## src/rtl/control_unit.sv

```systemverilog
// control_unit: fetch/decode/sequence stage feeding the register-bank memory.
// One instruction per handshake; read, exec, optional write and retire phases.
module control_unit #(
  parameter int EXEC_CYCLES = 2,
  parameter int CNT_W = 8
) (
  input  logic             clk,
  input  logic             rst_n,
  input  logic [17:0]      instr,
  input  logic             instr_valid,
  output logic             instr_ready,
  output logic [2:0]       opcode,
  output logic [3:0]       addr1,
  output logic [3:0]       addr2,
  output logic [3:0]       dest,
  output logic             sinalImm,
  output logic [5:0]       Imm,
  output logic             we,
  output logic             busy,
  output logic             done,
  output logic [CNT_W-1:0] instr_count
);
  localparam logic [2:0] IDLE = 3'd0, DECODE = 3'd1, EXEC = 3'd2, WRITE = 3'd3, DONE = 3'd4;
  localparam int EC = (EXEC_CYCLES < 1) ? 1 : ((EXEC_CYCLES > 15) ? 15 : EXEC_CYCLES);
  localparam logic [3:0] EC_LOAD = 4'(EC - 1);
  logic [2:0] state;
  logic [3:0] cnt;
  logic       itype;
  logic       unused_bits;
  // LOAD/ADDI/SUBI carry an immediate; CLEAR (110) decodes as R-type
  assign itype = ~instr[15] & (instr[17:16] != 2'b11);
  assign unused_bits = ^instr[2:0];
  assign instr_ready = state == IDLE;
  assign busy = state != IDLE;
  assign we = state == WRITE;
  assign done = state == DONE;
  always_ff @(posedge clk or negedge rst_n) begin
    if (!rst_n) begin
      state <= IDLE;
      cnt <= '0;
      opcode <= '0;
      addr1 <= '0;
      addr2 <= '0;
      dest <= '0;
      sinalImm <= 1'b0;
      Imm <= '0;
      instr_count <= '0;
    end else begin
      case (state)
        IDLE: if (instr_valid) begin
          opcode <= instr[17:15];
          dest <= instr[14:11];
          addr1 <= instr[10:7];
          addr2 <= itype ? 4'd0 : instr[6:3];
          sinalImm <= itype & instr[6];
          Imm <= itype ? instr[5:0] : 6'd0;
          state <= DECODE;
        end
        DECODE: begin
          cnt <= EC_LOAD;
          state <= EXEC;
        end
        EXEC: if (cnt == 4'd0) state <= (opcode == 3'b111) ? DONE : WRITE;
              else cnt <= cnt - 4'd1;
        WRITE: state <= DONE;
        DONE: begin
          instr_count <= instr_count + 1'b1;
          state <= IDLE;
        end
        default: state <= IDLE;
      endcase
    end
  end
endmodule

```

## config.mk

```make
export PLATFORM = sky130hd
export DESIGN_NAME = control_unit
export DESIGN_NICKNAME = d
export VERILOG_FILES = /design/src/rtl/control_unit.sv
export SDC_FILE = /design/constraint.sdc
export NUM_CORES = 1
export LEC_CHECK = 0
export ABC_AREA = 1
export CAP_MARGIN = 20
export CORE_AREA = 2 2 79 81
export CTS_CLUSTER_SIZE = 10
export DETAILED_ROUTE_END_ITERATION = 7
export DIE_AREA = 0 0 81 83
export MAX_ROUTING_LAYER = met4
export SLEW_MARGIN = 20
export SYNTH_ARGS = -nofsm -noshare
export SYNTH_HDL_FRONTEND = slang
export SYNTH_SLANG_ARGS = --single-unit
```

## constraint.sdc

```tcl
create_clock -name clk -period 2.8 [get_ports clk]
set_input_delay 0.28 -clock clk [delete_from_list [all_inputs] [get_ports clk]]
set_output_delay 0.28 -clock clk [all_outputs]
set_load 0.01 [all_outputs]
```

; ---- After elaboration in Yosys (flattened, before gate mapping)
; Cells that the tools add are included.
[word_totals]
regBits = 37
inputBits = 21
out_inout_bits = 34
elab_cells = 38
[classes]
n_addsub = 2
n_eq_ne = 9
n_mux = 8
bitwise_logic = 3
n_reduce_logical = 7
[op_table]
columns = operator, count
row1 = $pmux 3 s4, 1
row2 = $mux 3, 3
row3 = $add 8x1->8 const B, 1
row4 = $mux 4, 2
row5 = $ne 2x2->1 const B, 4
row6 = $pmux 4 s2, 1
row7 = $eq 3x2->1 const B, 2
row8 = $eq 3x3->1 const B, 2
row9 = $mux 6, 1
row10 = $reduce_and 2->1, 3
row11 = $logic_not 4->1, 1
row12 = $sub 4x1->4 const B, 1
row13 = $eq 3x1->1 const B, 1
row14 = $logic_not 3->1, 1
row15 = $reduce_bool 3->1, 1
row16 = $and 1x1->1, 2
row17 = $reduce_bool 2->1, 1
row18 = $not 1->1, 1

; ---- Logic depth before layout (Yosys ltp)
[logic_depth]
word_depth = 4
ltp_mapped = 9
depth_no_buf = 9

; ---- Least setup slack after synthesis
; Ideal clock, no wire load.
[synth_path]
path_kind = flip-flop to flip-flop
from = register cnt[0]
to = register state[1]
setup_time_ps = 124
t_arrival_ps = 1180
required_time_ps = 2676
path_slack_ps = 1496
stages_incl_launch_ff = 9
path_buffers = 0
synth_period_minus_slack_ps = 1304
path_cell_list = dfrtp_1 -> inv_1 -> ha_1 -> inv_1 -> nor2_1 -> nand2_1 -> nand2_4 -> nand2_2 -> or2_1
[synth_via]
elab_chain_cells = 3
[synth_rtl]
columns = item, line
row1 = "start, declared", 27  ; logic [3:0] cnt;
row2 = "start signal, assigned", 64  ; else cnt <= cnt - 4'd1;
row3 = $logic_not 4->1, 63  ; EXEC: if (cnt == 4'd0) state <= (opcode == 3'b111) ? DONE : WRITE;
row4 = $ne 2x2->1 (no line), --
row5 = $reduce_and 2->1 (no line), --
row6 = "end signal, assigned", 63
row7 = "end, declared", 26  ; logic [2:0] state;
; No other way between the ends.
; A chain may end at the register's enable or synchronous reset.

; ---- Worst setup path in the final report
[layout_path]
from = register state[2]
to = output we
[layout_via]
elab_chain_cells = 1
[layout_rtl]
columns = item, line
row1 = $eq 3x2->1, 35  ; assign we = state == WRITE;
row2 = "end, declared", 18  ; output logic we,
; No other way between the ends.

==> results by group <==
Status
  • Status: finished clean

Job
  • Max-Cap Viols: 0

Place
  • Pre-CTS setup slack: between 1 and 1.5 ns
  • IO Port Bufs: 54
  • Placed insts: about 320
  • Gpl congestion: 0.765
  • Cell Area, Placed: approximately 2300 um^2
  • Post-DP HPWL: between 2000 and 3000 um

Global routing
  • Largest net degree at the start of global routing: 38
  • Total congestion overflow: 0
  • Global-route usage over all layers: 0.128
  • Initial antenna violation count: 0
  • First-pass GRT wire length: approximately 6600 um
  • Via count of the first global-routing pass: about 1.5k

STA
  • Fin. Hold Viols: 0
  • Relative slew slack: 0.424
  • Worst-Margin Slew: ~0.86 ns
  • Clock skew: about 0.011 ns
  • Min Tclk post-route: 1.93 ns
  • Period utilization: 0.690
  • RSZ-0062 raised after global routing: false
  • # setup viols final: 0
  • Peak Freq: between 500 and 600 MHz
  • Final worst slack: around 0.87 ns
  • Final Max Slew Viols: 0
  • Final setup TNS: 0 ns

Synthesis
  • FF+latch count, synth: 37
  • Synthesis Warnings: 0
  • Post-synth ARST share: 1.00
  • Area leader, netlist: dfrtp_1
  • Prevailing post-synth register cell: dfrtp_1
  • Top post-synthesis cells by area: dfrtp_1, nand2_1, o21ai_2
  • Top cell type's share of synthesized area: 0.543
  • Synth cell types: 21
  • Mapped Cells: a little under 200
  • Avg Cell Area, Syn: between 8 and 9 um^2
  • EDFF count, synth: 0
  • Top-count cell post-synth: nand2_1
  • Post-synth top cells: nand2_1, dfrtp_1, inv_1
  • Post-synthesis sequential area ratio: 0.543
  • Netlist area before placement: around 1700 um^2
  • Syn Nets: between 200 and 250

CTS
  • Root Buffer: clkbuf_8
  • CTS H-Tree Depth: 2
  • Setup fix buffers added after clock tree synthesis: 0
  • Cts repair resizes: 0
  • Clk slew on worst S/H paths: about 0.080 ns
  • Later-pin clock latency in the skew report: between 0.2 and 0.3 ns
  • TritonCTS clock tree: yes
  • CTS Buf Count: 5
  • Clock tree buffer depth: 2
  • CTS Hold Bufs: 0
  • Clock sinks: 37

Die
  • Core area: 5820 um^2
  • Initial Util: 0.293
  • FP Rows: 28
  • Die area: between 6000 and 7000 um^2
  • Die Y: between 80 and 90 um
  • IO Count: 55
  • Chip Width: between 80 and 90 um

Power and ir drop
  • PD cells: 971 nW/um^2
  • Max IR drop VDD: between 0.4 and 0.5 mV
  • Leakage: approximately 1.2 nW

Drt
  • DRC: 0
  • Routed Antenna Nets: 0
  • Via density: 4.27
  • First-pass DRT Iterations: 4
  • WL final: 3720 um
  • Routed wire per std cell: roughly 11 um
  • Via count: roughly 1.4k
  • DR iter-0 viols: 76

Final layout
  • Post-Layout Cell Count: 331
  • Filler Cells Inserted: between 600 and 700
  • Cell area after layout: 2400 um^2
  • P&R area growth vs syn: 40.5%
  • Nets: 278
  • Core Util, Final: 0.412
  • Ant. Diodes: 0
  • Ratio of cells with drive above 1 in the final layout: 0.117

Critical path
  • Stages on worst setup path: 2
  • Crit path max fanout: 5
  • Critical Path Max Stage Delay: 0.60 ns
  • Setup Crit Path Kind: flip-flop to output port
  • Reg2reg end: opcode[2]$_DFFE_PN0P_
  • CP Data Arrival Time: between 1.5 and 2 ns
  • CP bufs+invs: 1
  • Reg2Reg Depth: 7
  • Nature of the critical path startpoint: flip-flop
  • Worst r2r src: state[2]$_DFFE_PN0P_
  • CP delay by family, top: buffers and inverters
  • CP cell instances: nor3_1 -> clkdlybuf4s50_1
  • Flop2flop setup slack: roughly 1.3 ns
  • Critical Path Source: state[2]$_DFFE_PN0P_
  • Crit end category: output port
  • Crit path capture: we
  • Slowest library cell on the worst path: clkdlybuf4s50_1
  • CP Data Required Time: between 2 and 3 ns

Min path
  • HP Class: input port to asynchronous set/reset pin
## through the flow
| step | power (mW) | hold slack (ns) |
|---|---|---|
| after floorplan | 1.48 | -0.0156 |
| after global routing | 2.55 | 0.166 |
| after CTS | 2.38 | 0.124 |
| final | 2.33 | 0.102 |
| after global placement | 1.95 | 0.446 |
| after detailed placement | 1.97 | 0.445 |
## final cells by class
cell class,count,area [um^2],share of cell area
Sequential cell,37,926,0.386
Multi-Input combinational cell,134,661,0.275
Timing Repair Buffer,54,536,0.223
Tap cell,75,93.8,0.0391
Inverter,23,86.3,0.0360
Clock buffer,6,82.6,0.0344
Clock inverter,2,13.8,0.00574
## routing by layer
metal | routed length, um | share of wire | GRT usage
met2 | 1770 | 0.48 | 0.199
met5 | 0 | 0 | -
met4 | 32 | 0.0086 | 0.0370
met3 | 139 | 0.037 | 0.0413
met1 | 1770 | 0.48 | 0.157
## logic make-up (layout without fill, tap and decap cells)
| family | Yosys count | count (layout) | synth area share |
|---|---|---|---|
| simple gates | 110 | 110 | 0.275 |
| flops | 37 | 37 | 0.543 |
| buf+inv | 26 | 85 | 0.0704 |
| compound gates | 19 | 19 | 0.0821 |
| xor+xnor | 3 | 3 | 0.0154 |
| fa+ha+maj | 2 | 2 | 0.0147 |
## cells in the final DEF (no fill, tap or decap), drive strengths merged
| cell | instances |
|---|---|
| clkinv | 2 |
| inv | 23 |
| o21ai | 17 |
| nor2 | 17 |
| clkdlybuf4s50 | 53 |
| nor3 | 1 |
| and3 | 1 |
| nand4 | 4 |
| ha | 2 |
| xnor2 | 1 |
| buf | 1 |
| nand3 | 6 |
| a21oi | 2 |
| nand2 | 80 |
| clkbuf | 6 |
| xor2 | 2 |
| dfrtp | 37 |
| or2 | 1 |
## registers in the layout (all words and copies together) (netlist names)
name / cells
state: 3
sinalImm: 1
instr_count: 8
dest: 4
addr1: 4
addr2: 4
opcode: 3
cnt: 4
Imm: 6
## power by group
| group | switching [mW] | internal [mW] |
|---|---|---|
| clock network | 0.191 | 0.200 |
| logic | 0.556 | 0.512 |
| registers | 0.140 | 0.730 |
## worst min-delay path by stage
stage,to,slack (ns),cells past startpoint
final,Imm[1]$_DFFE_PN0P_,0.10,1
after global routing,sinalImm$_DFFE_PN0P_,0.17,1
after CTS,Imm[5]$_DFFE_PN0P_,0.12,1
after detailed placement,cnt[2]$_DFFE_PN0P_,0.44,1
after global placement,instr_count[1]$_DFFE_PN0P_,0.45,1
after floorplan,Imm[0]$_DFFE_PN0P_,-0.02,0
(Power assumes the default switching activity.)
